**src/rtl/regfile_wb_pkg.sv**
```systemverilog
// Shared definitions for the register-file write-back scheduler.
// Holds the FSM state type, RegWrite encodings, requester indices and
// default widths used by regfile_wb_sched and wb_rr_arbiter.
package regfile_wb_pkg;

  // Default widths for a 16 x 16-bit register file.
  localparam int DW_DEF = 16;
  localparam int AW_DEF = 4;

  // Write-back FSM states.
  typedef enum logic [1:0] {
    IDLE  = 2'd0,
    WR_GP = 2'd1,
    WR_LO = 2'd2,
    WR_HI = 2'd3
  } wb_state_t;

  // RegWrite encodings seen by the register file. 2'b11 is never driven.
  localparam logic [1:0] RW_NONE = 2'b00;
  localparam logic [1:0] RW_GP   = 2'b01;
  localparam logic [1:0] RW_R15  = 2'b10;

  // Requester indices into the request/grant vectors.
  localparam logic [1:0] REQ_ALU = 2'd0;
  localparam logic [1:0] REQ_MEM = 2'd1;
  localparam logic [1:0] REQ_MD  = 2'd2;

  // Rotation order ALU -> MEM -> MD -> ALU.
  function automatic logic [1:0] next_req(input logic [1:0] r);
    logic [1:0] n;
    n = (r == REQ_MD) ? REQ_ALU : r + 2'd1;
    return n;
  endfunction

endpackage

```
**src/rtl/regfile_wb_sched_arb.sv**
```systemverilog
// wb_rr_arbiter: 3-way one-hot grant for the write-back port.
// With RR_ARB_EN defined the highest-priority requester rotates so the
// last-granted requester drops to lowest priority; the rotation pointer
// only moves on a real grant. Without RR_ARB_EN the arbiter is purely
// combinational fixed priority MD > MEM > ALU.
// When en is low (WR_LO or reset) no grant is issued.
import regfile_wb_pkg::*;

module wb_rr_arbiter (
  input  logic       clk,
  input  logic       rst,
  input  logic       en,
  input  logic [2:0] req,
  output logic [2:0] grant
);

`ifdef RR_ARB_EN
  // Index of the requester currently holding highest priority.
  logic [1:0] top_q;

  // Search the requests starting at the current top-priority requester.
  always_comb begin
    grant = 3'b000;
    if (en) begin
      case (top_q)
        REQ_MEM: begin
          if (req[REQ_MEM])      grant[REQ_MEM] = 1'b1;
          else if (req[REQ_MD])  grant[REQ_MD]  = 1'b1;
          else if (req[REQ_ALU]) grant[REQ_ALU] = 1'b1;
        end
        REQ_MD: begin
          if (req[REQ_MD])       grant[REQ_MD]  = 1'b1;
          else if (req[REQ_ALU]) grant[REQ_ALU] = 1'b1;
          else if (req[REQ_MEM]) grant[REQ_MEM] = 1'b1;
        end
        default: begin
          if (req[REQ_ALU])      grant[REQ_ALU] = 1'b1;
          else if (req[REQ_MEM]) grant[REQ_MEM] = 1'b1;
          else if (req[REQ_MD])  grant[REQ_MD]  = 1'b1;
        end
      endcase
    end
  end

  // After a grant the requester just served becomes lowest priority.
  always_ff @(posedge clk or negedge rst) begin
    if (!rst) begin
      top_q <= REQ_ALU;
    end else if (grant[REQ_MD]) begin
      top_q <= next_req(REQ_MD);
    end else if (grant[REQ_MEM]) begin
      top_q <= next_req(REQ_MEM);
    end else if (grant[REQ_ALU]) begin
      top_q <= next_req(REQ_ALU);
    end
  end
`else
  // Fixed priority has no state, so the clock and reset go unused here.
  logic unused_clk_rst;
  assign unused_clk_rst = clk ^ rst;

  // Fixed priority: MD first, then MEM, then ALU.
  always_comb begin
    grant = 3'b000;
    if (en) begin
      if (req[REQ_MD])       grant[REQ_MD]  = 1'b1;
      else if (req[REQ_MEM]) grant[REQ_MEM] = 1'b1;
      else if (req[REQ_ALU]) grant[REQ_ALU] = 1'b1;
    end
  end
`endif

endmodule

```
**src/rtl/regfile_wb_sched.sv**
```systemverilog
// regfile_wb_sched: write-back scheduler for the 16x16 register file.
// Arbitrates the ALU, load unit and multiply/divide unit onto the single
// write port. A multiply/divide result takes two cycles: low word to Rd,
// then high word to R15. All register-file outputs are registered; the
// ready outputs are combinational from state, arbiter and valids.
// Build option: RR_ARB_EN selects round-robin arbitration (default is
// fixed priority MD > MEM > ALU).
import regfile_wb_pkg::*;

module regfile_wb_sched #(
  parameter int DW = DW_DEF,
  parameter int AW = AW_DEF
) (
  input  logic          clk,
  input  logic          rst,
  input  logic          alu_valid,
  input  logic [AW-1:0] alu_rd,
  input  logic [DW-1:0] alu_data,
  output logic          alu_ready,
  input  logic          mem_valid,
  input  logic [AW-1:0] mem_rd,
  input  logic [DW-1:0] mem_data,
  output logic          mem_ready,
  input  logic          md_valid,
  input  logic [AW-1:0] md_rd,
  input  logic [DW-1:0] md_lo,
  input  logic [DW-1:0] md_hi,
  output logic          md_ready,
  output logic [1:0]    RegWrite,
  output logic [AW-1:0] WriteReg,
  output logic [DW-1:0] WriteData,
  output logic [DW-1:0] WriteR15,
  output logic          busy
);

  wb_state_t     state_q, state_d;
  logic [2:0]    req, grant;
  logic          arb_en;
  logic [1:0]    rw_q, rw_d;
  logic [AW-1:0] wreg_q, wreg_d;
  logic [DW-1:0] wdata_q, wdata_d;
  logic [DW-1:0] wr15_q, wr15_d;
  logic [DW-1:0] hi_q;

  // Request vector in requester-index order.
  assign req[REQ_ALU] = alu_valid;
  assign req[REQ_MEM] = mem_valid;
  assign req[REQ_MD]  = md_valid;

  // The port is spoken for while the low word is out, and nothing is
  // accepted while reset is held.
  assign arb_en = rst && (state_q != WR_LO);

  wb_rr_arbiter u_arb (
    .clk   (clk),
    .rst   (rst),
    .en    (arb_en),
    .req   (req),
    .grant (grant)
  );

  assign alu_ready = grant[REQ_ALU];
  assign mem_ready = grant[REQ_MEM];
  assign md_ready  = grant[REQ_MD];

  // Next state and next register-file outputs; unused fields stay zero.
  always_comb begin
    state_d = IDLE;
    rw_d    = RW_NONE;
    wreg_d  = '0;
    wdata_d = '0;
    wr15_d  = '0;
    if (state_q == WR_LO) begin
      state_d = WR_HI;
      rw_d    = RW_R15;
      wr15_d  = hi_q;
    end else if (grant[REQ_MD]) begin
      state_d = WR_LO;
      rw_d    = RW_GP;
      wreg_d  = md_rd;
      wdata_d = md_lo;
    end else if (grant[REQ_MEM]) begin
      state_d = WR_GP;
      rw_d    = RW_GP;
      wreg_d  = mem_rd;
      wdata_d = mem_data;
    end else if (grant[REQ_ALU]) begin
      state_d = WR_GP;
      rw_d    = RW_GP;
      wreg_d  = alu_rd;
      wdata_d = alu_data;
    end
  end

  // State and registered outputs; reset drops any pending R15 write.
  always_ff @(posedge clk or negedge rst) begin
    if (!rst) begin
      state_q <= IDLE;
      rw_q    <= RW_NONE;
      wreg_q  <= '0;
      wdata_q <= '0;
      wr15_q  <= '0;
    end else begin
      state_q <= state_d;
      rw_q    <= rw_d;
      wreg_q  <= wreg_d;
      wdata_q <= wdata_d;
      wr15_q  <= wr15_d;
    end
  end

  // Hold the high word from acceptance until the WR_HI cycle.
  always_ff @(posedge clk or negedge rst) begin
    if (!rst) begin
      hi_q <= '0;
    end else if (grant[REQ_MD]) begin
      hi_q <= md_hi;
    end
  end

  assign RegWrite  = rw_q;
  assign WriteReg  = wreg_q;
  assign WriteData = wdata_q;
  assign WriteR15  = wr15_q;
  assign busy      = (state_q != IDLE);

endmodule
```
**config.mk**
```make
export PLATFORM = sky130hd
export DESIGN_NAME = regfile_wb_sched
export DESIGN_NICKNAME = d
export VERILOG_FILES = /design/src/rtl/regfile_wb_pkg.sv /design/src/rtl/regfile_wb_sched_arb.sv /design/src/rtl/regfile_wb_sched.sv
export SDC_FILE = /design/constraint.sdc
export NUM_CORES = 1
export LEC_CHECK = 0
export CORE_ASPECT_RATIO = 0.6
export CORE_MARGIN = 2
export CORE_UTILIZATION = 35
export CTS_CLUSTER_SIZE = 12
export DETAILED_ROUTE_END_ITERATION = 8
export GPL_TIMING_DRIVEN = 0
export PLACE_DENSITY = 0.71
export SLEW_MARGIN = 20
export SYNTH_ARGS = -nofsm -noshare
export SYNTH_HDL_FRONTEND = slang
export SYNTH_HIERARCHICAL = 1
export SYNTH_SLANG_ARGS = --single-unit
```
**constraint.sdc**
```tcl
create_clock -name clk -period 1.8 [get_ports clk]
set_input_delay 0.36 -clock clk [delete_from_list [all_inputs] [get_ports clk]]
set_output_delay 0.36 -clock clk [all_outputs]
set_load 0.05 [all_outputs]
```
# Word-level counts from Yosys, hierarchy flattened
# Index checks and enable logic that the tools add are counted.
dict set report totals {
  output_inout_bits 42
  regBits 56
  memories 0
  word_cells 31
  romBits 0
  latch_bits 0
  ram_bits 0
}
dict set report classes {
  n_mul 0
  div_mod_pow 0
  order_cmp 0
  n_reduce_logical 2
  n_mux 21
  eq_ne 2
  bitwise_logic 0
  n_addsub 0
  shifts 0
}
# cell count
set ops {}
lappend ops {{16-bit 2-to-1 mux} 5}
lappend ops {{4-bit 2-to-1 mux} 4}
lappend ops {{2-bit 2-to-1 mux} 4}
lappend ops {{1-bit 2-to-1 mux} 7}
lappend ops {{3-bit 2-to-1 mux} 1}
lappend ops {{2-bit equality test (second input constant)} 1}
lappend ops {{2-bit != test (second input constant)} 1}
lappend ops {{2-bit nonzero test} 1}
lappend ops {{1-bit logical AND} 1}

# Depth between registers and ports, before layout
# Gate-level depths: netlist of the first run.
dict set report depth {
  ltp_word 8
  ltp_mapped 7
}

# Modules after synthesis
# The synthesis of the first run kept the hierarchy.
# mod cells_per_inst area_each_um2 n_inst
set modules_own_cells {}
lappend modules_own_cells {regfile_wb_sched 193 2466.1 1}
lappend modules_own_cells {wb_rr_arbiter 3 30.0 1}

# Least setup slack after synthesis of the first run
# OpenSTA, ideal clock, no wires.
dict set report synth_timing {
  path_type {register to register}
  from {register state_q[1]}
  to {register wdata_q[10], in the netlist WriteData[10]}
  synth_period_minus_slack_ns 1.735
  arrival_time_ns 1.641
  required_time_ns 1.706
  path_slack_ns 0.065
  stages_incl_launch_ff 7
  cell_sequence {dfrtp_1 -> nor2b_2 -> nor2b_1 -> and4bb_2 -> buf_2 -> nand3b_1 -> a221oi_2}
}
dict set report synth_between {
  elab_chain_len 7
  elab_cells_between_ends 8
  cone_classes {eq/ne (2); mux (5); reduce/logical (1)}
}
# item line
set synth_lines {}
lappend synth_lines {{start: declaration} regfile_wb_sched.sv:36} ;# wb_state_t state_q, state_d;
lappend synth_lines {{start signal: assignment} regfile_wb_sched.sv:104} ;# state_q <= state_d;
lappend synth_lines {{2-bit != test} regfile_wb_sched.sv:52} ;# assign arb_en = rst && (state_q != WR_LO);
lappend synth_lines {{1-bit logical AND} regfile_wb_sched.sv:52}
lappend synth_lines {{named net arb_en} regfile_wb_sched.sv:38} ;# logic arb_en;
lappend synth_lines {{3-bit 2-to-1 mux} regfile_wb_sched_arb.sv:65} ;# if (en) begin
lappend synth_lines {{named net alu_ready} regfile_wb_sched.sv:19} ;# output logic alu_ready,
lappend synth_lines {{16-bit 2-to-1 mux} regfile_wb_sched.sv:87} ;# end else if (grant[REQ_ALU]) begin
lappend synth_lines {{16-bit 2-to-1 mux} regfile_wb_sched.sv:82} ;# end else if (grant[REQ_MEM]) begin
lappend synth_lines {{16-bit 2-to-1 mux} regfile_wb_sched.sv:77} ;# end else if (grant[REQ_MD]) begin
lappend synth_lines {{16-bit 2-to-1 mux} regfile_wb_sched.sv:73} ;# if (state_q == WR_LO) begin
lappend synth_lines {{named net wdata_d[10]} regfile_wb_sched.sv:41} ;# logic [DW-1:0] wdata_q, wdata_d;
lappend synth_lines {{end signal: assignment} regfile_wb_sched.sv:107} ;# wdata_q <= wdata_d;
lappend synth_lines {{end: declaration} regfile_wb_sched.sv:41}
# The timed path passes the listed nets, and every way through them passes these cells.
# A chain may end at the register's enable or synchronous reset.

# Worst setup path after layout of the first run
dict set report layout_timing {
  from {register state_q[1]}
  to {output alu_ready}
}
dict set report layout_between {
  elab_chain_len 3
}
# item line
set layout_lines {}
lappend layout_lines {{2-bit != test} regfile_wb_sched.sv:52}
lappend layout_lines {{1-bit logical AND} regfile_wb_sched.sv:52}
lappend layout_lines {{named net arb_en} regfile_wb_sched.sv:38}
lappend layout_lines {{3-bit 2-to-1 mux} regfile_wb_sched_arb.sv:65}
lappend layout_lines {{end: declaration} regfile_wb_sched.sv:19}
# The timed path passes the listed nets, and every way through them passes these cells.

==> results.toml, run 1 <==
[outcome]
status = "complete, but fails checks"
violations = "DRC"

[yosys]
synthesis.nets = 277
ys_types = 20
synthTopCellsByCount = "dfrtp_1 (56), a21oi_1 (20), a221oi_2 (20), inv_1 (20), nand3b_1 (20)"
postSynthAreaPerCell_sq_um = 12.7
yosysSeqAreaShare = 0.561
ys_warn_count = 6
syn-instance-count = 196
synth_top_area_share = 0.561
netlist_area_sq_um = 2500
synth_area_leaders = "dfrtp_1 (56%), a221oi_2 (12%), mux2_2 (7.2%), nand3b_1 (6.0%), a21oi_1 (4.0%)"
async_flop_share = 1.00
yosysTopAreaCell = "dfrtp_1"
ys.flop_type = "dfrtp_1"
synth_most_common_cell = "dfrtp_1"
ys_ff_latch = 56
synth_edf_count = 0

[pwr]
seqPwrFrac = 0.328
power.leakage_uw = 0.00214
switching_power_uw = 2380
irDropWorstVdd_mv = 0.679
power_density_nw_per_um2 = 1380
clkPwrFrac = 0.178
pwr-share-comb = 0.494
swShare = 0.419
p_int_uw = 3300

[timing]
clock.fmax_ghz = 0.558
period_minus_slack_ns = 1.79
relSlewSlack = 0.641
hold_violations = 0
skew_ns = 0.00648
fin_ws_ns = 0.00871
setup_viol = 0
finalCritPeriodShare = 0.995
tightest_slew_ns = 0.537
rsz0062_at_grt = "true"
slew_violations = 0

[cells_and_area]
antenna_cells = 0
drive_gt1_frac = 0.224
layout.nets = 410
seqCellArea_sq_um = 1400
fin_cells = 417
synthToLayoutAreaGrowth_pct = 64.7
fill_cells = 592
multiInputGateArea_sq_um = 916

[global_route]
grt_pass1_wl_mm = 11.2
grt_max_degree = 29
antenna_found_initial = 0
overflow = 0
grt_pass1_vias = 2139
track_usage = 0.181

[run]
drv_cap = 0

[clock_tree]
htree_levels = 2
cts-root-buf = "clkbuf_16"
cts_buffer_depth = 2
cts_buffers = 5
clkLatencyLatePin_ns = 0.29
cts_sinks = 56
cts_tree = "done"
clkSlewWorstSetupHoldPaths_ns = 0.08

[critical_path]
path_depth = 4
cpMaxStageDelayCell = "dfrtp_1"
crit_type = "register to primary output"
cp_top_family = "simple AND/OR/NAND/NOR gates"
crit_required_ns = 1.44
critPathBufInv = 1
endpoint_kind = "primary output"
ff2ff_path_depth = 6
critPathMaxStageDelay_ns = 0.38
start_kind = "register"
path_cells = "nor2b_4 > nor2b_2 > and4bb_2 > buf_8"
arrival_ns = 1.43
crit_fanout = 5

[placement]
placedCellCount = 406
dp.final_hpwl_mm = 5.16
post-place-ws_ns = -0.712
globalplace.congestion = 0.729
place.port_buffers = 122

[die]
rows = 23
die_area_sq_um = 7850
fp.dieH_um = 69.4
core_area_sq_um = 6790
io_pins = 123
initial_utilization = 0.368
die_x_um = 113

[routing]
wire_per_inst_um = 17.1
drc = 12
drt_iter0_drc = 77
vias = 2001
avgViaCountPerCell = 4.80
dr.pass1.iters = 6
wirelength_mm = 7.14
postRouteAntennaNets = 0

[worst_hold_path]
hold_class = "input pin to asynchronous set/reset pin"
==> path summary, 6_finish.rpt <==
check / from / endpoint / slack [ns]
min in group clk: hi_q[14] / WriteR15[14] / 0.48
min reg2reg: hi_q[14] / WriteR15[14] / 0.48
min: rst / WriteR15[2] / 0.03
max: state_q[1] / alu_ready / 0.009
max in group asynchronous: rst / hi_q[15] / 1.23
max reg2reg: state_q[1] / WriteData[14] / 0.09
==> state kept, by name, indices dropped and copies added (netlist names) <==
signal,count
RegWrite,2
WriteData,16
state_q,2
hi_q,16
WriteR15,16
WriteReg,4
==> stage by stage <==
stage	util	TNS [ns]	hold slack (ns)	cell area, sq um	power (uW)
global route	0.605	-0.0934	0.0389	4110	5970
CTS	0.595	-0.00890	0.0355	4040	5750
detailed placement	0.567	-8.79	0.166	3850	4770
floorplan	-	0	0.0644	2500	3740
global placement	0.563	-175.09	0.457	3830	4720
finish	0.605	0	0.0305	4110	5680
==> what timing repair did <==
action,4_1_cts,5_1_grt
hold buffers,1,0
pin swaps,2,1
gates cloned,1,0
hold endpoints to repair,2,0
buffers inserted,0,1
resized for setup,34,28
setup endpoints to repair,15,29
==> worst reg2reg max path, stage by stage, from the launching register on <==
cell and delay [ns]:
dfrtp_1 0.38, nor2b_4 0.14, nor2b_2 0.13, and4bb_2 0.33
buf_2 0.26, nand3b_1 0.14, a221oi_2 0.25
==> cell families after synthesis <==
| logic type | after synthesis | share of synthesized area |
|---|---|---|
| buf+inv | 37 | 0.0747 |
| flops | 56 | 0.561 |
| mux | 16 | 0.0722 |
| compound gates | 41 | 0.163 |
| simple gates | 46 | 0.128 |
==> layer usage <==
layer | global-route usage | vias up | part of all wire
met5 | 0 | - | 0
met4 | 0.0163 | 0 | 0.0013
met3 | 0.0708 | 2 | 0.11
met2 | 0.291 | 77 | 0.45
met1 | 0.243 | 976 | 0.45
li1 | - | 946 | -
==> cell usage in the layout, fill, tap and decap left out, drive strengths merged, types with 9 or more instances in the layout <==
cell type and n:
clkbuf 9, a21oi 20, dlymetal6s2s 24, nand3b 20
mux2 16, dlygate4sd2 11, buf 20, and2 17
a221oi 20, inv 21, dfrtp 56, clkdlybuf4s50 82
==> power groups by stage <==
stage / Sequential (uW) / Clock (uW) / Combinational [uW]
after detailed placement: 1900 / 0 / 2870
after CTS: 1880 / 1040 / 2830
final: 1860 / 1010 / 2800
after global placement: 1880 / 0 / 2840
after global routing: 1930 / 1090 / 2950
after floorplan: 2850 / 0 / 883
==> area by class of cell <==
cell class / instances / area share
Sequential cell: 56 / 0.341
Timing Repair Buffer: 126 / 0.327
Multi-Input combinational cell: 103 / 0.223
Clock buffer: 5 / 0.0304
Buffer: 17 / 0.0271
Tap cell: 87 / 0.0265
Inverter: 20 / 0.0183
Clock inverter: 3 / 0.00670
No activity file was read; power rests on OpenSTA's default activity.
==> run 2: changes to the inputs <==
--- a/config.mk
+++ b/config.mk
@@ -11,6 +11,7 @@
 export CTS_CLUSTER_SIZE = 12
 export DETAILED_ROUTE_END_ITERATION = 8
 export GPL_TIMING_DRIVEN = 0
+export HOLD_SLACK_MARGIN = 0.15
 export PLACE_DENSITY = 0.71
 export SLEW_MARGIN = 20
 export SYNTH_ARGS = -nofsm -noshare
==> run 2 against run 1 <==
Effect of this change: the run still ends with DRC left; sequential power barely moved; cell count rose by 0.48%; critical path depth did not move; setup slack improved by 0.00050 ns; clock skew barely moved.
==> results.toml, run 2 (same netlist as run 1, synthesis figures left out) <==
[critical_path]
endpoint_kind = "primary output"
arrival_ns = 1.43
cpMaxStageDelayCell = "dfrtp_1"
crit_type = "register to primary output"
cp_top_family = "simple AND/OR/NAND/NOR gates"
path_cells = "nor2b_4 > nor2b_2 > and4bb_2 > buf_8"
path_depth = 4
critPathBufInv = 1
crit_required_ns = 1.44
start_kind = "register"
crit_fanout = 5
critPathMaxStageDelay_ns = 0.38
ff2ff_path_depth = 6

[run]
drv_cap = 0

[die]
io_pins = 123
core_area_sq_um = 6790
initial_utilization = 0.368
die_area_sq_um = 7850
fp.dieH_um = 69.4
die_x_um = 113
rows = 23

[clock_tree]
cts_tree = "done"
cts_buffers = 5
cts_sinks = 56
cts_buffer_depth = 2
clkLatencyLatePin_ns = 0.29
clkSlewWorstSetupHoldPaths_ns = 0.08
cts-root-buf = "clkbuf_16"
htree_levels = 2

[outcome]
status = "complete, but fails checks"
violations = "DRC"

[placement]
placedCellCount = 406
placed_area_sq_um = 3850
globalplace.congestion = 0.729
place.port_buffers = 122
post-place-ws_ns = -0.712
dp.final_hpwl_mm = 5.16

[routing]
avgViaCountPerCell = 4.81
postRouteAntennaNets = 0
vias = 2014
drt_iter0_drc = 109
dr.pass1.iters = 6
wirelength_mm = 7.21
wire_per_inst_um = 17.2
drc = 12

[cells_and_area]
final_common_cell = "clkdlybuf4s50_1"
drive_gt1_frac = 0.226
fin_cells = 419
layout.nets = 412
fin_area_sq_um = 4140
fin_util = 0.610
antenna_cells = 0
synthToLayoutAreaGrowth_pct = 65.9
final_cell_mix = "clkdlybuf4s50_1 (82), dfrtp_1 (56), dlymetal6s2s_1 (24)"

[timing]
slew_violations = 0
fin_ws_ns = 0.00921
finalCritPeriodShare = 0.995
clock.fmax_ghz = 0.558
hold_violations = 0
relSlewSlack = 0.641
rsz0062_at_grt = "true"
period_minus_slack_ns = 1.79
setup_viol = 0
tightest_slew_ns = 0.537
skew_ns = 0.00643
setup-tns-final_ns = 0

[global_route]
grt_pass1_wl_mm = 11.3
grt_max_degree = 28
grt_pass1_vias = 2130
antenna_found_initial = 0
track_usage = 0.182
overflow = 0

[pwr]
pwr-share-comb = 0.495
switching_power_uw = 2390
power_density_nw_per_um2 = 1370
power.leakage_uw = 0.00216
clkPwrFrac = 0.177
seqPwrFrac = 0.328
swShare = 0.420
irDropWorstVdd_mv = 0.679
p_int_uw = 3300

[worst_hold_path]
hold_class = "input pin to asynchronous set/reset pin"
-- run 2: cell types whose count changed in the layout (fill, tap and decap cells not counted) --
cell / delta
dlygate4sd3_1: +1
buf_12: +1
-- run 2: area by class of cell --
cell class / instances / area [sq um]
buffer: 17 / 111
clock buffer: 5 / 125
clock inverter: 3 / 27.5
fill: 591 / 2650
inverter: 20 / 75.1
multi-input combinational: 103 / 916
sequential: 56 / 1400
tap: 87 / 109
timing repair buffer: 128 / 1380
-- run 2: power by group through the flow --
stage / Combinational (uW) / Clock [uW] / Sequential (uW)
floorplan: 883 / 0 / 2850
global placement: 2840 / 0 / 1880
detailed placement: 2870 / 0 / 1900
CTS: 2840 / 1040 / 1880
global route: 2960 / 1090 / 1930
finish: 2810 / 1010 / 1870
-- run 2: worst paths after layout --
path | from | endpoint | slack [ns]
min in group clk | hi_q[12] | WriteR15[12] | 0.48
max in group asynchronous | rst | WriteData[7] | 0.90
hold reg to reg | hi_q[12] | WriteR15[12] | 0.48
hold / removal | rst | WriteR15[5] | 0.17
setup reg to reg | state_q[1] | WriteData[14] | 0.09
setup / recovery | state_q[1] | alu_ready | 0.009
-- run 2: what timing repair did --
item,4_1_cts,5_1_grt
endpoints found under the hold margin,29,0
endpoints found under the setup margin,15,29
gates resized for setup,34,28
pin swaps,2,1
buffers inserted,0,1
hold buffers,3,0
cloned,1,0
-- run 2: metal layers --
layer	routed length (um)	GRT usage
met5	0	0
met4	9	0.0163
met3	765	0.0708
met2	3210	0.289
met1	3230	0.247
-- run 2: worst register-to-register path, cell delays in order, from the launching register on --
cell and delay, ns:
dfrtp_1 0.38, nor2b_4 0.14, nor2b_2 0.13, and4bb_2 0.33
buf_2 0.26, nand3b_1 0.14, a221oi_2 0.25
-- run 2: stage by stage --
step	power, uW	hold slack [ns]
final	5690	0.165
after global routing	5970	0.166
after CTS	5760	0.166
after detailed placement	4770	0.166
after global placement	4720	0.457
after floorplan	3740	0.0644
==> run 3: changes to the inputs <==
--- a/config.mk
+++ b/config.mk
@@ -10,6 +10,7 @@
 export CORE_UTILIZATION = 35
 export CTS_CLUSTER_SIZE = 12
 export DETAILED_ROUTE_END_ITERATION = 8
+export GPL_ROUTABILITY_DRIVEN = 0
 export GPL_TIMING_DRIVEN = 0
 export HOLD_SLACK_MARGIN = 0.15
 export PLACE_DENSITY = 0.71
==> results of run 3 <==
The final DEF is identical to that of run 2; final timing and power are the same.
